### src/rtl/cpu_pkg.sv
// Shared definitions for the CPU cycle sequencer: state encoding,
// the HALT opcode and the limits of the memory read latencies.
package cpu_pkg;

    // Debug-visible state encoding; values are part of the external interface.
    typedef enum logic [2:0] {
        ST_IDLE   = 3'd0,
        ST_FETCH  = 3'd1,
        ST_DECODE = 3'd2,
        ST_EXEC   = 3'd3,
        ST_MEM    = 3'd4,
        ST_WB     = 3'd5,
        ST_COMMIT = 3'd6,
        ST_HALT   = 3'd7
    } state_e;

    // Instruction word the ControlUnit decodes as HALT.
    localparam logic [31:0] HALT_OPCODE = 32'hFFFF_FFFF;

    // Supported ROM/RAM read latencies and the down-counter width covering them.
    localparam int LAT_MIN = 1;
    localparam int LAT_MAX = 4;
    localparam int LAT_W   = 2;

    // Preload value for the latency down-counter: a latency of N cycles
    // counts N-1 .. 0. Out-of-range latencies are clamped to the legal range.
    function automatic logic [LAT_W-1:0] lat_preload(input int lat);
        int clamped;
        clamped = lat;
        if (clamped < LAT_MIN) clamped = LAT_MIN;
        if (clamped > LAT_MAX) clamped = LAT_MAX;
        return LAT_W'(clamped - 1);
    endfunction

endpackage

### src/rtl/sat_counter.sv
// Saturating up-counter with synchronous clear; holds at all-ones.
module sat_counter #(
    parameter int WIDTH = 32
) (
    input  logic             clk,
    input  logic             reset_n,
    input  logic             inc,
    input  logic             clear,
    output logic [WIDTH-1:0] count
);

    logic [WIDTH-1:0] count_q;
    logic [WIDTH-1:0] count_d;

    // Next count: clear wins, otherwise increment unless already saturated.
    always_comb begin
        // NOTE: default assigned first so every path drives count_d (no latch).
        count_d = count_q;
        if (clear) begin
            count_d = '0;
        end else if (inc && (count_q != '1)) begin
            count_d = count_q + WIDTH'(1);
        end
    end

    // Count register, async active-low reset.
    always_ff @(posedge clk or negedge reset_n) begin
        // NOTE: non-blocking assignments for state so all flops update together.
        if (!reset_n) begin
            count_q <= '0;
        end else begin
            count_q <= count_d;
        end
    end

    assign count = count_q;

endmodule

### src/rtl/cpu_cycle_sequencer.sv
// Multi-cycle sequencer for the single-issue CPU datapath. Walks one
// instruction through FETCH/DECODE/EXEC/MEM/WB/COMMIT, absorbs ROM/RAM read
// latency, and provides run/step/halt control plus performance counters.
// All strobes are decoded from the current state only, so an asynchronous
// reset drops them in the same cycle.
module cpu_cycle_sequencer
    import cpu_pkg::*;
#(
    parameter int ROM_LATENCY = 1,
    parameter int RAM_LATENCY = 1,
    parameter int CNT_WIDTH   = 32
) (
    input  logic                 clk,
    input  logic                 reset_n,
    input  logic                 run,
    input  logic                 step,
    input  logic                 halt_req,
    input  logic                 cu_mem_read,
    input  logic                 cu_mem_write,
    input  logic                 cu_reg_write,
    input  logic                 cu_halt,
    output logic                 pc_enable,
    output logic                 ir_load,
    output logic                 rf_we,
    output logic                 ram_rden,
    output logic                 ram_wren,
    output logic                 busy,
    output logic                 halted,
    output logic [2:0]           state,
    output logic [CNT_WIDTH-1:0] cycle_count,
    output logic [CNT_WIDTH-1:0] retired_count
);

    localparam logic [LAT_W-1:0] ROM_PRE = lat_preload(ROM_LATENCY);
    localparam logic [LAT_W-1:0] RAM_PRE = lat_preload(RAM_LATENCY);

    state_e           state_q, state_d;
    logic [LAT_W-1:0] lat_q, lat_d;
    logic             mem_read_q, mem_read_d;
    logic             mem_write_q, mem_write_d;
    logic             reg_write_q, reg_write_d;
    logic             halt_q, halt_d;
    logic             one_shot_q, one_shot_d;

    // Next-state, latency counter, decoded flags and per-state strobes.
    always_comb begin
        state_d     = state_q;
        lat_d       = lat_q;
        mem_read_d  = mem_read_q;
        mem_write_d = mem_write_q;
        reg_write_d = reg_write_q;
        halt_d      = halt_q;
        one_shot_d  = one_shot_q;
        pc_enable   = 1'b0;
        ir_load     = 1'b0;
        rf_we       = 1'b0;
        ram_rden    = 1'b0;
        ram_wren    = 1'b0;

        case (state_q)
            ST_IDLE, ST_HALT: begin
                // halt_req is deliberately ignored while stopped.
                if (run) begin
                    state_d    = ST_FETCH;
                    lat_d      = ROM_PRE;
                    one_shot_d = 1'b0;
                end else if (step) begin
                    state_d    = ST_FETCH;
                    lat_d      = ROM_PRE;
                    one_shot_d = 1'b1;
                end
            end
            ST_FETCH: begin
                if (lat_q == '0) begin
                    ir_load = 1'b1;
                    state_d = ST_DECODE;
                end else begin
                    lat_d = lat_q - LAT_W'(1);
                end
            end
            ST_DECODE: begin
                // Snapshot ControlUnit outputs; later states use only these.
                mem_read_d  = cu_mem_read;
                mem_write_d = cu_mem_write;
                reg_write_d = cu_reg_write;
                halt_d      = cu_halt;
                state_d     = ST_EXEC;
            end
            ST_EXEC: begin
                if (mem_read_q) begin
                    state_d = ST_MEM;
                    lat_d   = RAM_PRE;
                end else if (mem_write_q) begin
                    state_d = ST_MEM;
                end else if (reg_write_q) begin
                    state_d = ST_WB;
                end else begin
                    state_d = ST_COMMIT;
                end
            end
            ST_MEM: begin
                // A read wins over a simultaneous write: treated as a load.
                if (mem_read_q) begin
                    ram_rden = 1'b1;
                    if (lat_q == '0) begin
                        state_d = ST_WB;
                    end else begin
                        lat_d = lat_q - LAT_W'(1);
                    end
                end else begin
                    ram_wren = 1'b1;
                    state_d  = ST_COMMIT;
                end
            end
            ST_WB: begin
                rf_we   = 1'b1;
                state_d = ST_COMMIT;
            end
            ST_COMMIT: begin
                pc_enable = 1'b1;
                if (halt_q || halt_req) begin
                    state_d    = ST_HALT;
                    one_shot_d = 1'b0;
                end else if (one_shot_q) begin
                    state_d    = ST_HALT;
                    one_shot_d = 1'b0;
                end else if (!run) begin
                    state_d = ST_IDLE;
                end else begin
                    state_d = ST_FETCH;
                    lat_d   = ROM_PRE;
                end
            end
            default: begin
                state_d = ST_IDLE;
            end
        endcase
    end

    // State, latency counter and instruction flags, async active-low reset.
    always_ff @(posedge clk or negedge reset_n) begin
        if (!reset_n) begin
            state_q     <= ST_IDLE;
            lat_q       <= '0;
            mem_read_q  <= 1'b0;
            mem_write_q <= 1'b0;
            reg_write_q <= 1'b0;
            halt_q      <= 1'b0;
            one_shot_q  <= 1'b0;
        end else begin
            state_q     <= state_d;
            lat_q       <= lat_d;
            mem_read_q  <= mem_read_d;
            mem_write_q <= mem_write_d;
            reg_write_q <= reg_write_d;
            halt_q      <= halt_d;
            one_shot_q  <= one_shot_d;
        end
    end

    assign busy   = (state_q != ST_IDLE) && (state_q != ST_HALT);
    assign halted = (state_q == ST_HALT);
    assign state  = state_q;

    sat_counter #(.WIDTH(CNT_WIDTH)) u_cycle_cnt (
        .clk     (clk),
        .reset_n (reset_n),
        .inc     (busy),
        .clear   (1'b0),
        .count   (cycle_count)
    );

    sat_counter #(.WIDTH(CNT_WIDTH)) u_retired_cnt (
        .clk     (clk),
        .reset_n (reset_n),
        .inc     (state_q == ST_COMMIT),
        .clear   (1'b0),
        .count   (retired_count)
    );

endmodule

### config.mk
export PLATFORM = sky130hd
export DESIGN_NAME = cpu_cycle_sequencer
export DESIGN_NICKNAME = d
export VERILOG_FILES = /design/src/rtl/cpu_pkg.sv /design/src/rtl/sat_counter.sv /design/src/rtl/cpu_cycle_sequencer.sv
export SDC_FILE = /design/constraint.sdc
export NUM_CORES = 1
export LEC_CHECK = 0
export CAP_MARGIN = 40
export CORE_MARGIN = 1.5
export CORE_UTILIZATION = 35
export CTS_CLUSTER_SIZE = 25
export DETAILED_ROUTE_END_ITERATION = 10
export PLACE_DENSITY = 0.67
export SLEW_MARGIN = 0
export SYNTH_ARGS = -nofsm -noshare
export SYNTH_HDL_FRONTEND = slang
export SYNTH_HIERARCHICAL = 1
export SYNTH_SLANG_ARGS = --single-unit
### constraint.sdc
create_clock -name clk -period 4.1 [get_ports clk]
set_input_delay 0.82 -clock clk [delete_from_list [all_inputs] [get_ports clk]]
set_output_delay 0.82 -clock clk [all_outputs]
set_load 0.05 [all_outputs]
==> impl_results.md, run 1 <==
- Outcome: finished clean
- Floorplan row count: 40
- Post-synth EDFFs: 0
- Setup_tns: 0 ns
- Total CTS buffers: 9
- Asr flop ratio synth: 1.00
- Slew Limit Fails: 0
- Worst R2R Start: state[0]$_DFFE_PN0P_
- Worst EP arrival: between 2 and 3 ns
- Max Cap Viol: 0
- NumNets Final: 570
- VDD IR max: 0.236 mV
- Worst R2R Path Depth: 8
- Grt ovf: 0
- DRT Wirelength: 10.9 mm
- Setup ws final: 0.780 ns
- Worst Path Max Fanout: 20
- Min Tclk post-route: 3.32 ns
- CP max stage delay: 0.89 ns
- Setup Viol. Count Final: 0
- Placed insts: 715
- Worst-case clock skew: 0.00570 ns
- DIE AREA: 13,400 µm²
- YS warnings: 6
- Die X: 116 µm
- Place WS: 1.13 ns
- Initial detailed-routing violation count: approximately 200
- Prevailing post-synth register cell: dfrtp_1
- Hold Vio Cnt, Final: 0
- Logic pwr share: 0.315
- Sequential share of power: 0.364
- NetSw: 905 µW
- Seq/Total Area, Yosys: 0.417
- Initial Util: 0.363
- Internal power: 1.62 mW
- Switching Share: 0.358
- Reg-to-reg setup timing slack: 1.25 ns
- CP endpoint kind: output pin
- Setup CP Type: reg2out
- Worst hold-check path type: in2async
- FF-to-FF End: u_cycle_cnt/count[31]$_DFFE_PN0P_
- Final Cycle Share: 0.810
- Synth Instances: 476
- I/O pins: 83
- FF+latch count, synth: 74
- Post-CTS sizing: 0
- Fmax: 301 MHz
- Detail Route Antenna Nets: 0
- Post-CTS setup buffers: 0
- First-pass GRT wire length: 18.3 mm
- CTS tree: built
- Vias per inst: 5.32
- Initial antenna violation count: 0
- Rel. slew slack: 0.528
- Area growth from synthesis to layout: 29.0%
- Detailed Place HPWL: slightly below 8 mm
- Htree depth: 3
- WL/cell: roughly 15 µm
- Root Driver: clkbuf_16
- Worst-path clk slew: around 0.060 ns
- Global-route usage over all layers: 0.170
- Largest net degree at the start of global routing: 59
- Clk buf depth: 2
- Synth Area per Inst: 9.32 µm²
- Die Height: 116 µm
- Worst Tran Pin Value: between 0.7 and 0.8 ns
- DR pass1 iterations: 4
- Placer Congestion: 0.853
- CP Cell Sequence: nand2_1, nor2_1, clkdlybuf4s50_1
- Crit start category: register
- Worst-skew pair later-pin latency: 0.33 ns
- Antenna Cells: 0
- DRC Markers: 0
- Unrepaired setup endpoints after global routing: false
- Count of cell types in the netlist: 60
- CORE AREA: 12,200 µm²
- Ratio of cells with drive above 1 in the final layout: 0.0943
- Clk sink count: 74
- Leakage: approximately 2.3 nW
- Critical Path RT: about 3.3 ns
- Cell area after synthesis: 4440 µm²
- Port bufs: about 80
- Finished Layout Cells: 730
- PwrDens: about 440 nW/µm²
- Clock share of power: 0.322
- Vias: 3,885
- Hold_buf cts: 0
- Slowest cell on crit path: clkdlybuf4s50_1
- Vias in the first global route: 3,828
-- registers in the layout, indices dropped and copies added, names as in the netlist --
| signal | count |
|---|---|
| u_cycle_cnt/count | 32 |
| u_retired_cnt/count | 32 |
| state | 3 |
| lat_q | 2 |
| halt_q | 1 |
| mem_read_q | 1 |
| mem_write_q | 1 |
| one_shot_q | 1 |
| reg_write_q | 1 |
-- per-layer routing --
layer	vias up	part of all wire	routed length, µm	GRT usage
li1	1880	-	-	-
met1	1884	0.44	4830	0.216
met2	108	0.50	5390	0.283
met3	13	0.050	542	0.0408
met4	0	0.011	116	0.0593
met5	-	0	0	0
-- stage by stage --
stage | utilization | power [mW] | hold WS [ns] | area [µm²]
2_1_floorplan | - | 1.51 | 0.458 | 4460
3_3_place_gp | 0.441 | 1.70 | 0.470 | 5390
3_5_place_dp | 0.444 | 1.72 | 0.477 | 5420
4_1_cts | 0.469 | 2.55 | 0.351 | 5720
5_1_grt | 0.469 | 2.66 | 0.363 | 5720
6_report | 0.469 | 2.52 | 0.352 | 5720
-- cell type report --
class	count	area (µm²)
clock buffer	13	270
clock inverter	2	35.0
fill	1173	6490
inverter	20	75.1
multi-input combinational	370	2430
sequential	74	1850
tap	168	210
timing repair buffer	83	846
-- kinds of logic (layout without fill, tap and decap cells) --
group	count (synthesis)	after routing	share of synthesized area
compound gates	89	89	0.140
xor+xnor	27	27	0.0533
fa+ha+maj	3	3	0.00846
buf+inv	39	118	0.0400
flops	74	74	0.417
mux	20	20	0.0519
other cells	1	8	0.000845
simple gates	223	223	0.288
-- Yosys cell counts, types with 10 or more instances --
master	instances	area, µm²
nor2b_1	15	93.8
nand2b_1	10	62.6
o21ai_0	11	55.1
nor3_1	12	60.1
nand4_1	12	75.1
a21oi_1	27	135
nand2_1	24	90.1
nand3_1	25	125
xnor2_1	20	175
nor2_1	58	218
inv_1	20	75.1
dfrtp_1	74	1850
a211oi_1	11	82.6
mux2_2	10	113
or3_1	10	62.6
and3_1	14	87.6
-- placed cells by master (no fill, tap or decap), types with 10 or more instances in the layout --
cell type        instances
nand2_1                 24
nor3_1                  12
a21oi_1                 27
or3_1                   10
o21ai_0                 11
mux2_2                  10
clkdlybuf4s50_1         81
nor2_1                  58
xnor2_1                 20
nand4_1                 12
and3_1                  14
nor2b_1                 15
nand3_1                 25
nand2b_1                10
dfrtp_1                 74
a211oi_1                11
inv_1                   20
-- how the worst max path moves through the flow --
stage,endpoint,startpoint,slack (ns)
2_1_floorplan,ir_load,state[0]$_DFFE_PN0P_,0.63
3_3_place_gp,pc_enable,state[1]$_DFFE_PN0P_,1.22
3_5_place_dp,pc_enable,state[1]$_DFFE_PN0P_,1.13
4_1_cts,pc_enable,state[1]$_DFFE_PN0P_,0.75
5_1_grt,pc_enable,state[1]$_DFFE_PN0P_,0.56
6_report,pc_enable,state[1]$_DFFE_PN0P_,0.78
-- worst max-delay path, delay by kind of cell (launching register included) --
| kind | cells | cell delay [ns] |
|---|---|---|
| buffers and inverters | 1 | 0.89 |
| flip-flops | 1 | 0.69 |
| AND/OR/NAND/NOR | 2 | 0.58 |
-- power by group through the flow --
stage | registers, mW | logic, mW | clock network (mW)
floorplan | 0.966 | 0.547 | 0
global placement | 0.920 | 0.775 | 0
detailed placement | 0.930 | 0.794 | 0
CTS | 0.916 | 0.797 | 0.839
global route | 0.934 | 0.862 | 0.861
finish | 0.918 | 0.794 | 0.811
Note: power is estimated with default switching activity, not from simulation.
==> run 2: changes to the inputs <==
Clock period 4.1 ns to 3.2 ns, I/O delays scaled along.
==> impl_results.md, run 2 (synthesis results as in run 1) <==
- I/O pins: 83
- CORE AREA: 12,200 µm²
- Post-CTS sizing: 0
- Worst Tran Pin Value: roughly 0.7 ns
- Largest net degree at the start of global routing: 45
- CP endpoint kind: output pin
- PwrDens: 564 nW/µm²
- Metal1 wirelength: 4.88 mm
- Vias per inst: 5.35
- DIE AREA: 13,400 µm²
- Clk buf depth: 2
- Post-CTS setup buffers: 0
- Root Driver: clkbuf_16
- Worst Path Max Fanout: 17
- Detail Route Antenna Nets: 0
- Fmax: 328 MHz
- Antenna Cells: 0
- Ratio of cells with drive above 1 in the final layout: 0.0995
- Setup Viol. Count Final: 0
- Worst-skew pair later-pin latency: between 0.3 and 0.4 ns
- DR pass1 iterations: 5
- NetSw: about 1.2 mW
- Setup_tns: 0 ns
- First-pass GRT wire length: 18.6 mm
- Hold_buf cts: 0
- Critical Path RT: 2.56 ns
- Crit start category: register
- Fill cell count: 1,196
- Placed Instance Area: 5440 µm²
- Design Area, Final: 5740 µm²
- Clk sink count: 74
- Die X: 116 µm
- Initial antenna violation count: 0
- Htree depth: 3
- Sequential share of power: 0.353
- Global-route usage over all layers: 0.175
- Unrepaired setup endpoints after global routing: false
- Commonest non-fill, non-tap cells in the layout: clkdlybuf4s50_1, dfrtp_1, nor2_1
- Top Metal Used: met4
- Area growth from synthesis to layout: 29.2%
- Final Cycle Share: 0.952
- Detailed Place HPWL: 7.73 mm
- Min Tclk post-route: 3.05 ns
- Worst hold-check path type: in2async
- Commonest non-fill, non-tap cell in the layout: clkdlybuf4s50_1
- Die Height: between 100 and 150 µm
- Max Cap Viol: 0
- Initial Util: 0.363
- Setup CP Type: reg2out
- Floorplan row count: 40
- Worst-case clock skew: 0.00706 ns
- Logic pwr share: 0.334
- WL/cell: 15.0 µm
- Initial detailed-routing violation count: 206
- Worst EP arrival: 2.41 ns
- Placer Congestion: 0.848
- Clock share of power: 0.313
- Worst-path clk slew: 0.06 ns
- Worst R2R Path Depth: 7
- Met3 wire len: 658 µm
- Vias in the first global route: approximately 3,800
- NumNets Final: 572
- Slowest cell on crit path: clkdlybuf4s50_1
- Vias: approximately 4,000
- Switching Share: 0.360
- DRC Markers: 0
- CTS tree: built
- Hold Vio Cnt, Final: 0
- Rel. slew slack: 0.530
- Metal2 WL: between 5 and 6 mm
- DRT Wirelength: 11.0 mm
- Total CTS buffers: 9
- CP Cell Sequence: nand2_1, nor2_2, clkdlybuf4s50_1
- Outcome: finished clean
- VDD IR max: 0.222 mV
- Grt ovf: 0
- CP max stage delay: 0.87 ns
- Leakage: around 2.3 nW
- Slew Limit Fails: 0
- Port bufs: 82
- Internal power: 2.07 mW
[run 2: worst max-delay path, delay by kind of cell (launching register included)]
family,cells,cell delay (ns)
simple gates,2,0.51
flops,1,0.69
buf+inv,1,0.87
[run 2: final timing paths]
check / slack (ns) / startpoint / to
setup reg to reg: 0.41 / state[2]$_DFFE_PN0P_ / u_retired_cnt/count[31]$_DFFE_PN0P_
setup / recovery: 0.15 / state[2]$_DFFE_PN0P_ / pc_enable
hold / removal: 0.25 / reset_n / u_cycle_cnt/count[16]$_DFFE_PN0P_
min in group clk: 0.48 / lat_q[1]$_DFFE_PN0P_ / lat_q[1]$_DFFE_PN0P_
hold reg to reg: 0.48 / lat_q[1]$_DFFE_PN0P_ / lat_q[1]$_DFFE_PN0P_
max in group asynchronous: 2.37 / reset_n / u_retired_cnt/count[13]$_DFFE_PN0P_
[run 2: cell type report]
class | count | area [µm²] | share of cell area
well taps | 168 | 210 | 0.0366
multi-input cells | 370 | 2440 | 0.426
flip-flops and latches | 74 | 1850 | 0.323
clock inverters | 2 | 37.5 | 0.00654
inverters | 20 | 75.1 | 0.0131
clock buffers | 12 | 256 | 0.0447
repair buffers | 85 | 861 | 0.150
[run 2: routing by layer]
layer,GRT usage,vias to the layer above
li1,-,1879
met1,0.221,1920
met2,0.288,99
met3,0.0513,13
met4,0.0584,0
met5,0,-
[run 2: power groups by stage]
stage / Combinational (mW) / Clock, mW / Sequential [mW]
detailed placement: 1.08 / 0 / 1.16
global route: 1.18 / 1.09 / 1.16
floorplan: 0.711 / 0 / 1.24
CTS: 1.08 / 1.05 / 1.14
finish: 1.08 / 1.01 / 1.14
global placement: 1.06 / 0 / 1.15
[run 2: through the flow]
step	instances	setup WS, ns	power, mW	utilization	hold WS (ns)
after global routing	731	0.00142	3.43	0.470	0.279
after global placement	716	0.582	2.21	0.443	0.468
final	731	0.154	3.23	0.470	0.250
after floorplan	483	0.204	1.95	-	0.344
after detailed placement	717	0.453	2.24	0.446	0.475
after CTS	731	0.116	3.27	0.470	0.255
